<file path="config.mk">
export PLATFORM = sky130hd
export DESIGN_NAME = instr_fetch_unit
export DESIGN_NICKNAME = d
export VERILOG_FILES = /design/src/rtl/fetch_pkg.sv /design/src/rtl/fetch_watchdog.sv /design/src/rtl/instr_fetch_unit.sv
export SDC_FILE = /design/constraint.sdc
export NUM_CORES = 1
export LEC_CHECK = 0
export CORE_MARGIN = 2
export CORE_UTILIZATION = 45
export DETAILED_ROUTE_END_ITERATION = 8
export DONT_BUFFER_PORTS = 1
export PLACE_DENSITY = 0.7
export SLEW_MARGIN = 20
export SYNTH_ARGS = -nofsm -noshare
export SYNTH_HDL_FRONTEND = slang
export SYNTH_HIERARCHICAL = 1
export SYNTH_SLANG_ARGS = --single-unit
</file>
<file path="constraint.sdc">
create_clock -name clk -period 4.8 [get_ports clk]
set_clock_uncertainty 0.05 [all_clocks]
set_input_delay 0.96 -clock clk [delete_from_list [all_inputs] [get_ports clk]]
set_output_delay 0.96 -clock clk [all_outputs]
set_load 0.05 [all_outputs]
</file>
<file path="src/rtl/fetch_pkg.sv">
// Shared fetch-stage definitions: FSM state encoding and the canonical NOP word.
package fetch_pkg;

  typedef enum logic [1:0] {
    S_IDLE  = 2'd0,
    S_FETCH = 2'd1,
    S_HOLD  = 2'd2,
    S_FAULT = 2'd3
  } fetch_state_t;

  localparam logic [31:0] INSTR_NOP = 32'h0000_0013;

endpackage

</file>
<file path="src/rtl/fetch_watchdog.sv">
// Timeout counter for the fetch stage: counts while inc is high, clears on clear,
// and flags expired in the cycle that would reach LIMIT.
module fetch_watchdog #(
  parameter int unsigned LIMIT = 16
) (
  input  logic clk,
  input  logic rst,
  input  logic clear,
  input  logic inc,
  output logic expired
);

  localparam int unsigned CW = $clog2(LIMIT + 1);

  logic [CW-1:0] cnt_q;

  // Combinational so the FSM can leave S_FETCH on the threshold cycle itself.
  assign expired = inc && (cnt_q == CW'(LIMIT - 1));

  always_ff @(posedge clk or posedge rst) begin
    if (rst) begin
      cnt_q <= '0;
    end else if (clear) begin
      cnt_q <= '0;
    end else if (inc && !expired) begin
      cnt_q <= cnt_q + 1'b1;
    end
  end

endmodule

</file>
<file path="src/rtl/instr_fetch_unit.sv">
// Instruction fetch stage: PC capture, request/ack memory read, instruction hold
// with valid/ready to decode. Optional fetch timeout under FETCH_TIMEOUT_EN.
module instr_fetch_unit
  import fetch_pkg::*;
#(
  parameter int unsigned ADDR_W      = 32,
  parameter int unsigned DATA_W      = 32,
  parameter int unsigned TIMEOUT_CYC = 16
) (
  input  logic              clk,
  input  logic              rst,
  input  logic [ADDR_W-1:0] pc_in,
  input  logic              flush,
  output logic              imem_req,
  output logic [ADDR_W-1:0] imem_addr,
  input  logic              imem_ack,
  input  logic [DATA_W-1:0] imem_rdata,
  output logic              instr_valid,
  input  logic              instr_ready,
  output logic [DATA_W-1:0] instr_out,
  output logic [ADDR_W-1:0] instr_pc,
  output logic              pc_advance,
  output logic              fetch_fault
);

  fetch_state_t      state_q, state_d;
  logic [ADDR_W-1:0] addr_q, addr_d;
  logic [ADDR_W-1:0] ipc_q, ipc_d;
  logic [DATA_W-1:0] instr_q, instr_d;
  logic              drop_q, drop_d;
  logic              expired;
  logic              unused_bits;

  assign unused_bits = ^pc_in[1:0];

`ifdef FETCH_TIMEOUT_EN
  logic wd_clear;
  logic wd_inc;

  assign wd_clear = (state_q != S_FETCH);
  assign wd_inc   = (state_q == S_FETCH) && !imem_ack;

  fetch_watchdog #(
    .LIMIT (TIMEOUT_CYC)
  ) u_watchdog (
    .clk     (clk),
    .rst     (rst),
    .clear   (wd_clear),
    .inc     (wd_inc),
    .expired (expired)
  );

  assign fetch_fault = (state_q == S_FAULT);
`else
  logic unused_cfg;

  assign unused_cfg  = (TIMEOUT_CYC != 0);
  assign expired     = 1'b0;
  assign fetch_fault = 1'b0;
`endif

  assign imem_addr = addr_q;
  assign instr_out = instr_q;
  assign instr_pc  = ipc_q;

  always_comb begin
    state_d     = state_q;
    addr_d      = addr_q;
    ipc_d       = ipc_q;
    instr_d     = instr_q;
    drop_d      = drop_q;
    imem_req    = 1'b0;
    instr_valid = 1'b0;
    pc_advance  = 1'b0;
    unique case (state_q)
      S_IDLE: begin
        addr_d  = {pc_in[ADDR_W-1:2], 2'b00};
        state_d = S_FETCH;
      end
      S_FETCH: begin
        imem_req = 1'b1;
        if (imem_ack) begin
          // A flush arriving with the ack discards the word just like a pending drop.
          if (drop_q || flush) begin
            drop_d  = 1'b0;
            state_d = S_IDLE;
          end else begin
            instr_d = imem_rdata;
            ipc_d   = addr_q;
            state_d = S_HOLD;
          end
        end else if (expired) begin
          state_d = S_FAULT;
        end else if (flush) begin
          drop_d = 1'b1;
        end
      end
      S_HOLD: begin
        instr_valid = 1'b1;
        if (flush) begin
          state_d = S_IDLE;
        end else if (instr_ready) begin
          pc_advance = 1'b1;
          state_d    = S_IDLE;
        end
      end
      default: begin
        state_d = S_FAULT;
      end
    endcase
  end

  always_ff @(posedge clk or posedge rst) begin
    if (rst) begin
      state_q <= S_IDLE;
      addr_q  <= '0;
      ipc_q   <= '0;
      instr_q <= '0;
      drop_q  <= 1'b0;
    end else begin
      state_q <= state_d;
      addr_q  <= addr_d;
      ipc_q   <= ipc_d;
      instr_q <= instr_d;
      drop_q  <= drop_d;
    end
  end

endmodule

</file>
After elaboration in Yosys (flattened, before gate mapping) --
Cells that the tools add are included.
Storage, ports and cells: input port bits 69, output and inout bits 100, bits in registers 95
Cells by class: bitwise gates (word level) 1, reductions and logical operators 6, equality and inequality tests 5, mux-type cells 13
Operators by type and width (count):
- 1-bit two-way mux | 8
- 2-bit two-way mux | 4
- 2-bit case mux with 3 select lines | 1
- 3-bit AND reduction | 2
- 3-bit != test, second input constant | 1
- 2-bit by 1-bit == test with 1-bit output, second input constant | 1
- 2-bit == test, second input constant | 1
- 2-bit logical NOT | 1
- 2-bit by 1-bit != test with 1-bit output, second input constant | 1
- 2-bit != test, second input constant | 1
- 2-bit AND reduction | 1
- 2-bit nonzero test | 1
- 1-bit logical OR | 1
- 1-bit inverter | 1

Depth between registers and ports, before layout --
Gate-level depths: netlist of the first run.
depth after elaboration 4, gate-level depth with buffers 6, mapped depth without buffers 5

Least setup slack after synthesis of the first run --
No wires, ideal clock.
kind register to output, start point register state_q[0], end point output port pc_advance, data arrival time 1.377 ns, stages on the path, launching flop included 4, setup slack 2.413 ns, cell sequence dfrtp_1 -> inv_1 -> ha_1 -> and3b_2
Between the ends: longest elaborated chain between the ends 2
Ends and longest elaborated chain:
- from (decl) | RTL line instr_fetch_unit.sv:26 | fetch_state_t state_q, state_d;
- from (signal assigned) | RTL line instr_fetch_unit.sv:121 | state_q <= state_d;
- 2-bit == test | RTL line instr_fetch_unit.sv:75 | unique case (state_q)
- 1-bit two-way mux | RTL line instr_fetch_unit.sv:75
- to (decl) | RTL line instr_fetch_unit.sv:22 | output logic pc_advance,
No other way between the ends.

Worst setup path in the final report of the first run --
Same ends and word-level chain as after synthesis.

==> results of run 1 <==
==> metrics by stage <==
stage | utilization, % | cell area, µm² | cells | hold slack, ns | setup WS [ns]
global route | 48.23 | 4165 | 337 | 0.5165 | 1.826
global placement | 45.70 | 3946 | 320 | 0.4753 | 2.010
floorplan | - | 3988 | 225 | 0.4455 | 1.313
detailed placement | 45.70 | 3946 | 320 | 0.4801 | 1.958
finish | 48.23 | 4165 | 337 | 0.5042 | 1.917
CTS | 47.91 | 4138 | 336 | 0.5000 | 1.896
==> worst min-delay path by stage <==
stage               startpoint  endpoint  slack, ns  cells after the start
floorplan               drop_q    drop_q       0.45                      2
global placement        drop_q    drop_q       0.48                      2
detailed placement      drop_q    drop_q       0.48                      2
CTS                     drop_q    drop_q       0.50                      2
global route            drop_q    drop_q       0.52                      2
finish                  drop_q    drop_q       0.50                      2
==> layer usage <==
| metal | routed length, µm | up-vias | track usage, % |
|---|---|---|---|
| met3 | 595 | 10 | 5.297 |
| met1 | 2677 | 971 | 17.57 |
| met2 | 3311 | 88 | 21.87 |
| met4 | 125 | 0 | 5.235 |
| met5 | 0 | - | 0 |
| li1 | - | 756 | - |
==> registers in the layout (all words and copies together) (netlist names) <==
register and count:
drop_q 1, imem_addr 30, state_q 2, instr_out 32
instr_pc 30
==> cell type report <==
type	count	share of cell area, %
inverters	4	0.3905
clock inverters	5	0.9613
well taps	108	3.244
clock buffers	11	3.635
repair buffers	3	1.021
flip-flops and latches	95	57.07
multi-input cells	111	33.67
==> Yosys cell counts <==
cell type and n:
dfrtp_1 95, mux2_4 60, mux2_2 32, buf_12 7, buf_4 5, a21oi_1 4, ha_1 4, inv_1 4
buf_2 3, mux2i_1 2, and3_4 1, and3b_2 1, conb_1 1, nor2_1 1, nor3b_1 1
==> worst max-delay path, cell delays in order, from the launching register on <==
cell,delay [ns]
dfrtp_1,0.41
inv_1,0.12
ha_1,0.54
and3b_2,0.46
==> cells by family after synthesis <==
family	Yosys count
buffers and inverters	19
other	1
DFF	95
adders and majority gates	4
muxes	94
AOI/OAI and AO/OA	4
and+or+nand+nor	4
==> results.py, run 1 <==
metrics = {
    "sta": {
        "worstMarginPinSlew_ns": 0.7799,
        "setup-tns-final_ns": 0,
        "timing_max_transition_violations_final": 0,
        "timing.slew.headroom_pct": 47.95,
        "rsz0062_at_grt": "no",
        "setup-violations-final": 0,
        "final_critical_delay_including_setup_and_external_delays_ns": 2.883,
        "max_clock_freq_ghz": 0.3469,
        "period_utilisation_layout_pct": 60.06,
        "timing_hold_violations_final": 0,
    },
    "worst_setup_path": {
        "highest_fanout_seen_on_the_critical_path": 3,
        "critical_path.endpoint_type": "output pin",
        "crit_arrival_ns": 1.87,
        "r2r_start": "state_q[1]",
        "worst-endpoint-required_ns": 3.79,
        "r2r_setup_slk_ns": 2.15,
        "worst_setup_path_endpoint": "pc_advance",
        "worstReg2RegEnd": "instr_pc[27]",
        "number_of_cells_on_the_worst_reg_to_reg_path": 5,
        "timing.setup.critical_path_class": "reg -> out",
        "worst_setup_path_start": "state_q[0]",
        "worst_setup_path_start_kind": "flop",
    },
    "run": {
        "drv_cap": 0,
    },
    "yosys": {
        "synth_fa_ha_area_share_pct": 1.260,
        "postSynthCellCount": 221,
        "synth.area.mux_share_pct": 32.25,
        "combinational_family_with_the_most_area_after_synthesis": "multiplexers",
        "yosys.area_share.simple_pct": 0.8189,
        "synth.area.top_cells": "dfrtp_1 (60%), mux2_4 (23%), mux2_2 (9.1%), buf_12 (3.5%), ha_1 (1.3%)",
        "synthDominantCellAreaShare_pct": 59.84,
        "synth_top_area_cell": "dfrtp_1",
        "post_synth_instance_area_um2": 3973,
        "synth_compound_gate_area_share_pct": 0.5039,
        "yosysWarnings": 6,
        "synth_xor_area_share_pct": 0,
        "postSynthRegisterBits": 95,
        "netlist-cell-type-count": 15,
        "synth_sequential_area_ratio_pct": 59.84,
        "postSynthAreaPerCell_um2": 17.98,
    },
    "clock_tree": {
        "clk_transition_reported_paths_ns": 0.09,
        "cts_repair_resize_count": 0,
        "htree_num_levels": 3,
        "post-cts-setup-buffers": 0,
        "worstSkewPairLatency_ns": 0.35,
        "root_buffer": "clkbuf_8",
        "cts.hold.buffers_added": 0,
        "cts.sink_count": 95,
        "tritoncts": "yes",
        "cts_made_buffers": 9,
        "clock_buffer_depth": 2,
    },
    "final_layout": {
        "antennaDiodeCount": 0,
        "finish.net_count": 297,
        "layout_common_cells": "dfrtp_1 (95), mux2_4 (60), mux2_2 (32), clkbuf_8 (11), conb_1 (5)",
        "multiInputGateArea_um2": 1403,
        "layout-area-overhead-vs-synth_pct": 4.850,
        "filler_cell_count": 722,
        "final-seq-area_um2": 2377,
        "mostFrequentLayoutCell": "dfrtp_1",
        "drive_gt1_share_pct": 49.78,
    },
    "routing": {
        "routed_wirelength_um": 6709,
        "detailedRoute.firstPassIterationCount": 4,
        "detail_route.wl_per_cell_um": 19.91,
        "ant_nets": 0,
        "detail_route.drc_violations": 0,
        "initialDrtViolationCount": 49,
        "route.detailed.vias_per_inst": 5.415,
        "dr_total_vias": 1825,
    },
    "place": {
        "detailed_place_hpwl_um": 4463,
        "globalplace.congestion": 0.6778,
        "buffer_ports.inserted": 0,
    },
    "grt": {
        "initial_antenna_violation_count": 0,
        "grt.overflow.total": 0,
        "pin_count_of_the_biggest_net_entering_global_routing": 63,
        "grt_pass1_wl_um": 10650,
        "grt_pass1_vias": 1942,
        "grt_use_total_pct": 13.91,
    },
    "floorplanning": {
        "die_y_um": 97.96,
        "core_um2": 8636,
        "i_o_pins": 169,
        "chipWidth_um": 97.96,
        "placement_rows": 34,
        "floorplan.die_area_um2": 9595,
        "initial_utilization_pct": 46.00,
    },
    "worst_hold_path": {
        "min-delay-path-class": "reg -> reg",
    },
    "status": {
        "run_status": "completed",
    },
}
Power of run 1 is not shown: default switching activity piles up to over one toggle a cycle in this logic, so the estimate is an artifact.
==> run 2, diff against run 1 <==
==> constraint.sdc (replaced) <==
create_clock -name clk -period 2.7 [get_ports clk]
set_clock_uncertainty 0.05 [all_clocks]
set_input_delay 0.54 -clock clk [delete_from_list [all_inputs] [get_ports clk]]
set_output_delay 0.54 -clock clk [all_outputs]
set_load 0.05 [all_outputs]
==> run 2 against run 1 <==
Setup slack worse by 1.4 ns; cell count up 0.89%; die area unchanged; design area up 1.7%; largest cell class unchanged; first-iteration DRC count down 55%; critical path depth up 1; clock-buffer cell count down 1; critical path type unchanged; highest routed layer unchanged; global-route usage down 0.27 points; non-clock buffer count up 3; core utilization up 0.81 points; via count down 2.7%; hold slack worse by 0.36 ns.
==> results.py, run 2 (synthesized netlist as in run 1, its figures left out) <==
metrics = {
    "grt": {
        "grt_pass1_vias": 1852,
        "grt_use_total_pct": 13.64,
        "grt_pass1_wl_um": 10110,
        "grt.overflow.total": 0,
        "initial_antenna_violation_count": 0,
        "pin_count_of_the_biggest_net_entering_global_routing": 96,
    },
    "worst_setup_path": {
        "path_delay_family": "flip-flops",
        "highest_fanout_seen_on_the_critical_path": 3,
        "critical_path.endpoint_type": "output pin",
        "timing.setup.critical_path_class": "reg -> out",
        "max_stage_delay_ns": 0.41,
        "timing.critical_path.buf_inv": 2,
        "worst-endpoint-required_ns": 2.11,
        "crit_arrival_ns": 1.59,
        "critical_path.cell_chain": "inv_1 > ha_1 > buf_4 > and3b_2",
        "cp_max_stage_cell": "dfrtp_1",
        "worst_setup_path_start_kind": "flop",
    },
    "final_layout": {
        "final-seq-area_um2": 2377,
        "drive_gt1_share_pct": 50.00,
        "finish.net_count": 300,
        "layout_common_cells": "dfrtp_1 (95), mux2_4 (60), mux2_2 (32), clkbuf_8 (9), conb_1 (5)",
        "postLayoutCellArea_um2": 4235,
        "mostFrequentLayoutCell": "dfrtp_1",
        "max_reg_flops": 32,
        "layout-area-overhead-vs-synth_pct": 6.614,
        "multiInputGateArea_um2": 1403,
        "antennaDiodeCount": 0,
        "filler_cell_count": 731,
    },
    "run": {
        "drv_cap": 0,
    },
    "clock_tree": {
        "cts_made_buffers": 9,
        "cts.hold.buffers_added": 0,
        "cts_repair_resize_count": 0,
        "htree_num_levels": 3,
        "cts.sink_count": 95,
        "clock_buffer_depth": 2,
        "worstSkewPairLatency_ns": 0.35,
        "root_buffer": "clkbuf_8",
        "tritoncts": "yes",
        "post-cts-setup-buffers": 0,
        "clk_transition_reported_paths_ns": 0.10,
    },
    "floorplanning": {
        "i_o_pins": 169,
        "floorplan.die_area_um2": 9595,
        "die_y_um": 97.96,
        "chipWidth_um": 97.96,
        "core_um2": 8636,
        "initial_utilization_pct": 46.00,
        "placement_rows": 34,
    },
    "sta": {
        "setup-violations-final": 0,
        "timing.slew.headroom_pct": 63.66,
        "final.setup.worst_slack_ns": 0.5199,
        "max_clock_freq_ghz": 0.4587,
        "period_utilisation_layout_pct": 80.74,
        "setup-tns-final_ns": 0,
        "rsz0062_at_grt": "no",
        "timing_max_transition_violations_final": 0,
        "timing_hold_violations_final": 0,
        "worstMarginPinSlew_ns": 0.5450,
        "final_critical_delay_including_setup_and_external_delays_ns": 2.180,
    },
    "place": {
        "globalplace.congestion": 0.7217,
        "placed_area_um2": 4016,
        "buffer_ports.inserted": 0,
        "dp_worst_setup_slack_ns": 0.7109,
    },
    "routing": {
        "detail_route.drc_violations": 0,
        "detailedRoute.firstPassIterationCount": 4,
        "detail_route.wl_per_cell_um": 19.72,
        "dr_total_vias": 1776,
        "route.detailed.vias_per_inst": 5.224,
        "routed_wirelength_um": 6705,
        "ant_nets": 0,
        "initialDrtViolationCount": 22,
    },
    "worst_hold_path": {
        "min-delay-path-class": "in -> async",
    },
    "status": {
        "run_status": "completed",
    },
}
-- run 2: cell types whose count changed in the layout (fill, tap and decap cells not counted) --
cell / delta
bufinv_16: +2
buf_12: +3
clkinvlp_4: +1
clkbuf_8: -2
clkinv_4: -1
clkinv_2: -1
clkbuf_1: +1
buf_4: +1
buf_16: -1
-- run 2: metrics by stage --
step,cells,utilization [%],hold WS [ns]
floorplan,225,-,0.4455
global placement,324,46.51,0.4648
detailed placement,324,46.51,0.4861
CTS,340,49.04,0.1432
global route,340,49.04,0.1536
finish,340,49.04,0.1466
-- run 2: layout make-up --
cell class,count,area share [%]
clock inverter,6,2.157
multi-input combinational,111,33.12
timing repair buffer,6,1.950
tap,108,3.191
inverter,4,0.4431
clock buffer,10,3.013
sequential,95,56.13
-- run 2: final timing paths --
check | cells after the start | startpoint | endpoint | slack [ns]
max in group asynchronous | 2 | rst | imem_addr[22] | 2.08
max | 4 | state_q[0] | pc_advance | 0.52
min in group clk | 1 | imem_ack | drop_q | 0.23
min reg2reg | 2 | drop_q | drop_q | 0.50
max reg2reg | 5 | state_q[1] | instr_out[27] | 0.73
min | 2 | rst | instr_out[8] | 0.15
-- run 2: metal layers --
metal	share of wire (%)	global-route usage, %	up-vias
met5	0	0	-
met4	1.9	6.731	0
met3	8.4	4.080	10
met2	48	21.13	91
met1	41	17.53	904
li1	-	-	771
Power of run 2 is left out for the same reason.
